`config.mk`:
```
export PLATFORM = sky130hd
export DESIGN_NAME = mtr_pwm_drv
export DESIGN_NICKNAME = d
export VERILOG_FILES = /design/src/rtl/mtr_pwm_drv.sv
export SDC_FILE = /design/constraint.sdc
export NUM_CORES = 1
export LEC_CHECK = 0
export BUFFER_PORTS_ARGS = -buffer_cell sky130_fd_sc_hd__buf_2
export CELL_PAD_IN_SITES_DETAIL_PLACEMENT = 1
export CELL_PAD_IN_SITES_GLOBAL_PLACEMENT = 2
export CORE_AREA = 8 8 87 89
export CTS_CLUSTER_SIZE = 28
export DETAILED_ROUTE_END_ITERATION = 10
export DIE_AREA = 0 0 95 97
export PLACE_DENSITY_LB_ADDON = 0.12
export SLEW_MARGIN = 30
export SYNTH_ARGS = -nofsm -noshare
export SYNTH_HDL_FRONTEND = slang
export SYNTH_SLANG_ARGS = --single-unit
```
`constraint.sdc`:
```
create_clock -name clk -period 2.1 [get_ports clk]
set_input_delay 0.42 -clock clk [delete_from_list [all_inputs] [get_ports clk]]
set_output_delay 0.42 -clock clk [all_outputs]
set_load 0.02 [all_outputs]
```
`src/rtl/mtr_pwm_drv.sv`:
```
// Dual complementary PWM driver for the left/right wheel H-bridges, 2048-clock period with dead time.
// Latency: a speed command latched at cnt==2047 governs the period starting at the next cnt==0.
// Backpressure: none; free-running, and inputs are sampled only at the latch point.
// Optional: define MTR_SLEW_EN to limit the latched duty change to SLEW per period.
module mtr_pwm_drv #(
  parameter int NONOVERLAP = 32,
  parameter int SLEW       = 16
) (
  input  logic        clk,
  input  logic        rst_n,
  input  logic [10:0] lft_spd,
  input  logic [10:0] rght_spd,
  output logic        lftPWM1,
  output logic        lftPWM2,
  output logic        rghtPWM1,
  output logic        rghtPWM2,
  output logic        upd
);

  // Elaboration-time guard on the parameter ranges.
  if (NONOVERLAP < 1 || NONOVERLAP > 127) begin : g_bad_nonoverlap
    $error("mtr_pwm_drv: NONOVERLAP must be 1..127");
  end
  if (SLEW < 1 || SLEW > 1023) begin : g_bad_slew
    $error("mtr_pwm_drv: SLEW must be 1..1023");
  end

  localparam logic [10:0] NO11 = 11'(NONOVERLAP);
  localparam logic [11:0] NO12 = 12'(NONOVERLAP);
  localparam logic [10:0] CNT_LAST = 11'h7FF;

  logic [10:0] cnt;
  logic [10:0] lft_d, rght_d;
  logic [10:0] lft_tgt, rght_tgt;
  logic [10:0] lft_nxt, rght_nxt;
  logic        latch;

  // Signed-to-offset: adding 0x400 maps -1024..1023 onto 0..2047 with no saturation.
  assign lft_tgt  = lft_spd + 11'h400;
  assign rght_tgt = rght_spd + 11'h400;
  assign latch    = (cnt == CNT_LAST);

`ifdef MTR_SLEW_EN
  localparam logic signed [11:0] SLEW_S = 12'(SLEW);
  localparam logic [10:0]        SLEW_U = 11'(SLEW);

  // Move d toward the target by at most SLEW; the last step lands exactly on the target.
  function automatic logic [10:0] slew_step(input logic [10:0] d, input logic [10:0] tgt);
    logic signed [11:0] diff;
    diff = $signed({1'b0, tgt}) - $signed({1'b0, d});
    if (diff > SLEW_S)
      slew_step = d + SLEW_U;
    else if (diff < -SLEW_S)
      slew_step = d - SLEW_U;
    else
      slew_step = tgt;
  endfunction

  assign lft_nxt  = slew_step(lft_d, lft_tgt);
  assign rght_nxt = slew_step(rght_d, rght_tgt);
`else
  assign lft_nxt  = lft_tgt;
  assign rght_nxt = rght_tgt;
`endif

  // Registered set/clear flop: clear has priority over set.
  function automatic logic sr_nxt(input logic q, input logic set, input logic clr);
    if (clr)
      sr_nxt = 1'b0;
    else if (set)
      sr_nxt = 1'b1;
    else
      sr_nxt = q;
  endfunction

  // PWM1 rises after the dead time following cnt==0, only if the duty leaves a non-empty pulse.
  function automatic logic set1(input logic [10:0] c, input logic [10:0] d);
    set1 = (c == NO11) && (d > NO11);
  endfunction

  // PWM2 rises a dead time after d; 12-bit compare so d+NONOVERLAP never wraps into a false match.
  function automatic logic set2(input logic [10:0] c, input logic [10:0] d);
    logic [11:0] edge12;
    edge12 = {1'b0, d} + NO12;
    set2   = ({1'b0, c} == edge12) && (edge12 < 12'd2047);
  endfunction

  // Shared period counter, latched duties and the update strobe.
  always_ff @(posedge clk or negedge rst_n) begin
    if (!rst_n) begin
      cnt    <= 11'd0;
      lft_d  <= 11'h400;
      rght_d <= 11'h400;
      upd    <= 1'b0;
    end else begin
      cnt <= cnt + 11'd1;
      upd <= latch;
      if (latch) begin
        lft_d  <= lft_nxt;
        rght_d <= rght_nxt;
      end
    end
  end

  // Left motor output pair, evaluated against the currently latched duty.
  always_ff @(posedge clk or negedge rst_n) begin
    if (!rst_n) begin
      lftPWM1 <= 1'b0;
      lftPWM2 <= 1'b0;
    end else begin
      lftPWM1 <= sr_nxt(lftPWM1, set1(cnt, lft_d), cnt == lft_d);
      lftPWM2 <= sr_nxt(lftPWM2, set2(cnt, lft_d), latch);
    end
  end

  // Right motor output pair, same timing as the left one.
  always_ff @(posedge clk or negedge rst_n) begin
    if (!rst_n) begin
      rghtPWM1 <= 1'b0;
      rghtPWM2 <= 1'b0;
    end else begin
      rghtPWM1 <= sr_nxt(rghtPWM1, set1(cnt, rght_d), cnt == rght_d);
      rghtPWM2 <= sr_nxt(rghtPWM2, set2(cnt, rght_d), latch);
    end
  end

endmodule

```
# Word-level counts from Yosys, hierarchy flattened
# Cells that the tools add are included.
dict set report word_totals {
  latch_bits 0
  romBits 0
  output_inout_bits 5
  memories 0
  regBits 38
  wordCells 39
  mem_bits_rw 0
}
dict set report op_classes {
  n_reduce_logical 8
  muxes 8
  add_sub_neg 5
  magnitude_cmp 4
  n_shift 0
  eq_ne 6
  div 0
  bitwise 0
  mul 0
}
# operator n
set ops {}
lappend ops {{adder 11 x 6 -> 12 bit, second input constant} 2}
lappend ops {{equality test 11 x 12 -> 1 bit} 2}
lappend ops {{< comparator 12 x 11 -> 1 bit, second input constant} 2}
lappend ops {{adder 11 bit, second input constant} 2}
lappend ops {{equality test 11 bit} 2}
lappend ops {{greater-than comparator 11 x 6 -> 1 bit, second input constant} 2}
lappend ops {{adder 11 x 1 -> 11 bit, second input constant} 1}
lappend ops {{equality test 11 bit, second input constant} 1}
lappend ops {{equality test 11 x 6 -> 1 bit, second input constant} 1}
lappend ops {{2-to-1 mux 1 bit} 8}
lappend ops {{nonzero test 2 bit} 4}
lappend ops {{logical AND 1 bit} 4}

# Depth between registers and ports, before layout
# Gate-level depths: netlist (run 1).
dict set report depth {
  depth_word 5
  mapped_depth 7
  depth_no_buf 7
}

# Least setup slack after synthesis (run 1)
# No wires, ideal clock.
dict set report synth_path {
  path_kind {register -> register}
  from {register cnt[0]}
  to {register lft_d[0]}
  path_stages_with_launch 7
  period_less_slack_ps 1678
  required_time_ps 1975
  setup_time_ps 125
  arrival_ps 1553
  path_buffers 1
  path_slack_ps 422
  path_cell_list {dfrtp_1 ha_1 nand4_2 nor2_4 nand3_4 buf_6 mux2_4}
}
dict set report synth_between {
  elab_chain_cells 1
}
# element line_no
set synth_rtl {}
lappend synth_rtl {{start, declared} 32} ;# logic [10:0] cnt;
lappend synth_rtl {{start signal, assigned} 96} ;# cnt <= cnt + 11'd1;
lappend synth_rtl {{equality test 11 bit} 41} ;# assign latch = (cnt == CNT_LAST);
lappend synth_rtl {{end signal, assigned} 99} ;# lft_d <= lft_nxt;
lappend synth_rtl {{end, declared} 33} ;# logic [10:0] lft_d, rght_d;
# Every way passes these cells.
# A chain may end at the register's enable or synchronous reset.

# Worst setup path in the final report (run 1)
dict set report layout_path {
  from {register cnt[1]}
  to {register lft_d[4]}
}
# Same word-level chain as after synthesis.

==> results of run 1 <==
==> placed cells by master, fill, tap and decap left out, drive strengths merged, types with 3 or more instances in the layout <==
| master | instances |
|---|---|
| o21ai | 11 |
| clkbuf | 7 |
| nor2 | 6 |
| inv | 7 |
| ha | 6 |
| buf | 37 |
| nand3 | 14 |
| a21oi | 3 |
| and3 | 4 |
| nor4 | 9 |
| xor2 | 21 |
| dfrtp | 36 |
| nand2 | 11 |
| nand4 | 3 |
| nand4b | 3 |
| mux2 | 20 |
| nor3 | 3 |
| xnor2 | 19 |
==> area by class of cell <==
class | count | area [µm²]
clock buffer | 7 | 76.3
tap | 77 | 96.3
multi-input combinational | 144 | 1170
sequential | 38 | 953
inverter | 7 | 26.3
timing repair buffer | 37 | 208
fill | 710 | 3670
==> worst min-delay path by stage <==
stage	slack (ns)	from	cells past startpoint	to
2_1_floorplan	0.12	rst_n	0	cnt[0]
3_3_place_gp	0.47	lftPWM2	2	lftPWM2
3_5_place_dp	0.49	rghtPWM2	2	rghtPWM2
4_1_cts	0.20	rst_n	2	cnt[10]
5_1_grt	0.24	rst_n	2	cnt[1]
6_report	0.17	rst_n	2	cnt[2]
==> sequential cells by signal, summed over array words and instances, names as in the netlist <==
| signal | count |
|---|---|
| cnt | 11 |
| rghtPWM2 | 1 |
| rghtPWM1 | 1 |
| upd | 1 |
| rght_d | 11 |
| lftPWM1 | 1 |
| lft_d | 11 |
| lftPWM2 | 1 |
==> layer usage <==
layer / vias to the layer above / share of wire, %
met5: - / 0
met3: 8 / 3.4
met1: 815 / 44
li1: 766 / -
met4: 0 / 1.6
met2: 24 / 51
==> cells by family after synthesis <==
logic type | count (synthesis)
mux | 20
buf+inv | 21
xor+xnor | 40
simple gates | 59
fa+ha+maj | 6
flops | 38
compound gates | 19
==> critical path, delay by kind of cell, from the launching register on <==
kind | cells | cell delay (ns)
adder cells (fa/ha/maj) | 1 | 0.24
multiplexers | 1 | 0.43
AND/OR/NAND/NOR | 3 | 0.68
flip-flops | 1 | 0.36
==> power breakdown <==
| part | switching, mW | internal (mW) |
|---|---|---|
| clock network | 0.260 | 0.229 |
| logic | 0.0552 | 0.0678 |
| registers | 0.0347 | 0.751 |
| total | 0.350 | 1.05 |
==> per-stage QoR <==
step / worst slack [ns] / hold slack (ns)
global placement: 0.301 / 0.469
global route: 0.0610 / 0.237
floorplan: 0.422 / 0.124
CTS: 0.213 / 0.203
detailed placement: 0.245 / 0.488
finish: 0.262 / 0.173
==> key figures, run 1 <==
Worst setup path
  • WS Path Type: flop to flop
  • Reg2reg end: lft_d[4]
  • CP required: around 2.3 ns
  • Cell with the largest stage delay on the worst path: mux2_4
  • Critical path startpoint: cnt[1]
  • Critical Path End: lft_d[4]
  • Reg2Reg Depth: 5
  • Critical Path Fanout Max: 26
  • Max incr delay on CP: 0.43 ns
  • R2R Setup Slk: 0.26 ns
  • Worst Setup End Kind: flop
  • Origin of the critical flop-to-flop path: cnt[1]
  • Critical-path cell list: ha_1, nand4_2, nor2_4, nand3_4, mux2_4
  • Startpoint types: flop
  • CP arrival: 2.01 ns

Run
  • Max cap viols: 0

Clocking
  • Worst skew pair latency: 0.29 ns
  • CTS Hold Buffers Added: 0
  • Deepest clock path buffer count: 2
  • Post-CTS Resized: 0
  • Root Driver: clkbuf_8
  • CTS tree: yes
  • TritonCTS Buffers: 5
  • Clock-pin slew on the worst setup and hold paths: 0.07 ns
  • Setup bufs post-CTS: 0
  • CTS sink cnt: 38
  • H-tree depth: 2

Synth
  • Synth top area share: around two fifths
  • Yosys reg bits: 38
  • Register area share after synthesis: 42.2%
  • Ys flop type: dfrtp_1
  • Synth unique cells: 36
  • Top cell type by total area after synthesis: dfrtp_1
  • Cell with the most instances after synthesis: dfrtp_1
  • Synth area leaders: dfrtp_1 40%, xor2_1 8.1%, mux2_4 8.0%, xnor2_1 7.4%, mux2_2 4.0%
  • Post-Synthesis Cells: ~200
  • Synthesized cell area: between 2000 and 2500 µm²
  • Warnings, synthesis: 0
  • EDFF count, synth: 0
  • Main combinational cell family by area after synthesis: simple AND/OR/NAND/NOR gates
  • XOR/XNOR share of the synthesized area: 15.5%
  • Simple-gate share of the synthesized area: between 10% and 20%
  • Mux cell area share after synthesis: 12.0%
  • Ys async rst share: 100%
  • Syn avg cell area: 11.1 µm²
  • Area share of fa/ha/maj cells after synthesis: 3.33%
  • Synth cell count leaders: 36 x dfrtp_1, 21 x xor2_1, 19 x xnor2_1
  • Syn Nets: around 230
  • Synth Area in Compound Gates: roughly 4.8%

Cells and area
  • Layout Cells excl Fill: 310
  • Share of post-route cells with drive strength above 1: between 20% and 30%
  • Antenna cells: 0
  • Finished Core Util: between 40 and 50%
  • Final instance area: 2530 µm²
  • Area delta synth->final: 12.3%
  • Layout net count: 263

Global routing
  • Most Crowded Layer GR: met2
  • Grt met3 use: 2.63%
  • Largest net degree at the start of global routing: 39
  • GRT overflow: 0
  • First-pass GRT wire length: 9.14 mm
  • Total GRT Usage: 12.4%
  • Initial antenna violation count: 0
  • GR Layer Usage met2: 21.1%
  • GR Layer Usage met1: 14.9%
  • Vias in the first global route: 1827

Hold path
  • Hold WC Path Type: input pin to asynchronous set/reset pin

Timing
  • Slew Limit Fails: 0
  • Clk_skew: 0.00453 ns
  • Final Hold Viols: 0
  • Fmax: ~540 MHz
  • Slew margin rel.: about two thirds
  • Final min period: roughly 1.8 ns
  • Least-Margin Pin Slew: 0.499 ns
  • Period utilization: 87.5%
  • RSZ-0062 raised after global routing: false
  • Setup tns final: 0 ns
  • Final setup fails: 0

Floorplanning
  • Die width: 95 µm
  • Chip height: 97 µm
  • # rows: 29
  • Core Region: 6200 µm²
  • Die ar.: 9220 µm²
  • Total I/O pin count: 29
  • Starting density of the core: 36.4%

Drt
  • Total Wirelength: approximately 5.5 mm
  • Drt via density: 5.20
  • Drt wl/cell: 17.6 µm
  • Post-route ant nets: 0
  • 1st-pass router iterations: 4
  • DR DRC count: 0
  • 1st-iter DRT viols: 48
  • Routed via count: roughly 1600

Place
  • Post-DP HPWL: 4.10 mm
  • Placed cells: 303
  • Port Buf Inserts: 28
  • Dpl cell area: around 2500 µm²
  • Gpl congestion: 0.767

Power and ir drop
  • Pwr dens: between 500 and 600 nW/µm²
  • Total Power: approximately 1.4 mW
  • Leakage: ~1.2 nW
  • Peak VDD IR: ~0.00023 V

Outcome
  • Status: complete, no violations
(Power assumes the default switching activity.)
==> inputs of run 2 (changes only) <==
==> constraint.sdc (replaced) <==
create_clock -name clk -period 1.7 [get_ports clk]
set_input_delay 0.34 -clock clk [delete_from_list [all_inputs] [get_ports clk]]
set_output_delay 0.34 -clock clk [all_outputs]
set_load 0.02 [all_outputs]
==> run 2 against run 1 <==
The run now ends with negative hold slack left. Combinational power grew 53%. Wire length grew 2.7%. Register-to-register slack lost 0.22 ns. Worst hold slack lost 0.18 ns. Non-clock buffer count grew 14. Critical endpoint is now rghtPWM1. Highest routed layer unchanged.
==> key figures, run 2 (same netlist as run 1, synthesis figures left out) <==
Cells and area
  • Share of post-route cells with drive strength above 1: 38.9%
  • Area delta synth->final: 21.7%
  • Top flop regs: cnt (11), lft_d (11), rght_d (11)
  • Most common cell after layout, fill and taps aside: dfrtp_1
  • Most frequent cells in the layout: 32 x dfrtp_1, 28 x buf_2, 21 x xor2_1, 21 x buf_4, 17 x xnor2_1
  • Layout net count: 277
  • Antenna cells: 0
  • Finished Core Util: 44.3%

Global routing
  • Most Crowded Layer GR: met2
  • GR Layer Usage met2: about 22%
  • GRT overflow: 0
  • GR Layer Usage met1: 14.4%
  • Total GRT Usage: 12.4%
  • Vias in the first global route: 1847
  • First-pass GRT wire length: roughly 9 mm
  • Initial antenna violation count: 0
  • Grt met3 use: 2.94%
  • Largest net degree at the start of global routing: 22

Floorplanning
  • Die ar.: 9220 µm²
  • Chip height: 97 µm
  • Total I/O pin count: 29
  • Starting density of the core: 36.4%
  • Core Region: between 6000 and 7000 µm²
  • # rows: 29
  • Die width: 95 µm

Outcome
  • Status: finished, violations left
  • Failing checks: negative hold slack

Clocking
  • CTS tree: yes
  • Worst skew pair latency: 0.28 ns
  • CTS Hold Buffers Added: 0
  • Clock-pin slew on the worst setup and hold paths: around 0.07 ns
  • TritonCTS Buffers: 5
  • CTS sink cnt: 38
  • Deepest clock path buffer count: 2
  • H-tree depth: 2
  • Root Driver: clkbuf_8

Worst setup path
  • CP arrival: 1.79 ns
  • Max incr delay on CP: 0.56 ns
  • Cell with the largest stage delay on the worst path: or4b_4
  • Critical Path Fanout Max: 3
  • Origin of the critical flop-to-flop path: rght_d[4]
  • Critical-path cell list: or4b_4, nor4_4, o21ai_1, a21oi_1, a41oi_1
  • Critical path startpoint: rght_d[4]
  • WS Path Type: flop to flop
  • CP required: 1.84 ns
  • Startpoint types: flop
  • Worst Setup End Kind: flop

Drt
  • DR DRC count: 0
  • Drt via density: 5.14
  • 1st-iter DRT viols: 43
  • Post-route ant nets: 0
  • Total Wirelength: 5.62 mm
  • Drt wl/cell: 17.3 µm
  • 1st-pass router iterations: 4
  • Routed via count: 1665

Timing
  • Fmax: between 600 and 700 MHz
  • RSZ-0062 raised after global routing: true
  • Final min period: 1.65 ns
  • Hold_ws: -0.00262 ns
  • Final Hold Viols: 2
  • Slew Limit Fails: 0
  • Final setup fails: 0
  • Min setup slack post-route: 0.0460 ns
  • Clk_skew: 0.00650 ns
  • Period utilization: 97.3%
  • Least-Margin Pin Slew: between 0.4 and 0.5 ns
  • Slew margin rel.: 69.2%

Power and ir drop
  • Seq pwr share: 55.8%
  • Clk network pwr share: approximately a third
  • Pwr dens: 635 nW/µm²
  • Total Power: 1.74 mW
  • Net Sw Power: 0.425 mW
  • Combinational Power Share: 10.8%
  • Leakage: between 1 and 1.5 nW
  • Net Sw Frac: 24.4%
  • Internal power: 1.32 mW
  • Peak VDD IR: between 0.0002 and 0.0003 V

Hold path
  • Hold WC Path Type: input pin to asynchronous set/reset pin

Place
  • Dpl ws: -0.0328 ns
  • Port Buf Inserts: 28
  • Gpl congestion: 0.791
  • Post-DP HPWL: 4.26 mm

Run
  • Max cap viols: 0
-- run 2: area by class of cell --
type,count,area (µm²)
clock buffer,7,76.3
inverter,7,26.3
multi-input combinational,144,1250
sequential,38,958
timing repair buffer,51,338
fill,693,3460
tap,77,96.3
-- run 2: per-layer routing --
layer  share of wire (%)  up-vias
met4                0.73        0
li1                    -      790
met5                   0        -
met1                  42      851
met3                 2.9        4
met2                  54       20
-- run 2: stage by stage --
stage | instances | TNS (ns) | cell area, µm² | hold WS, ns
CTS | 314 | 0 | 2600 | 0.00901
global route | 324 | -0.0809 | 2750 | 0.0253
global placement | 307 | 0 | 2510 | 0.312
finish | 324 | 0 | 2750 | -0.00262
detailed placement | 307 | -0.0328 | 2510 | 0.320
floorplan | 203 | 0 | 2260 | 0.0444
-- run 2: final timing paths --
kind	end	slack, ns	depth (start not counted)
min in group clk	rght_d[10]	0.21	2
worst max register to register	rghtPWM1	0.05	5
max in group asynchronous	rght_d[10]	1.15	2
worst max-delay path	rghtPWM1	0.05	5
worst min-delay path	cnt[2]	-0.003	1
worst min register to register	rghtPWM2	0.49	2
-- run 2: what timing repair did --
item                       in CTS  in global routing
pin swaps                       0                  8
resized for setup               2                 16
setup endpoints to repair       2                  4
buffers inserted                0                 10
-- run 2: power by group through the flow --
stage                     combinational, mW  clock [mW]  sequential (mW)
after global routing                  0.209       0.631            0.977
after global placement                0.151           0            0.986
after CTS                             0.159       0.607            0.970
after floorplan                       0.102           0            0.968
after detailed placement              0.158           0            0.987
final                                 0.188       0.583            0.972
-- run 2: critical path, delay by kind of cell (launching register included) --
kind | cells | cell delay (ns)
flops | 1 | 0.40
simple gates | 2 | 0.79
compound gates | 3 | 0.33
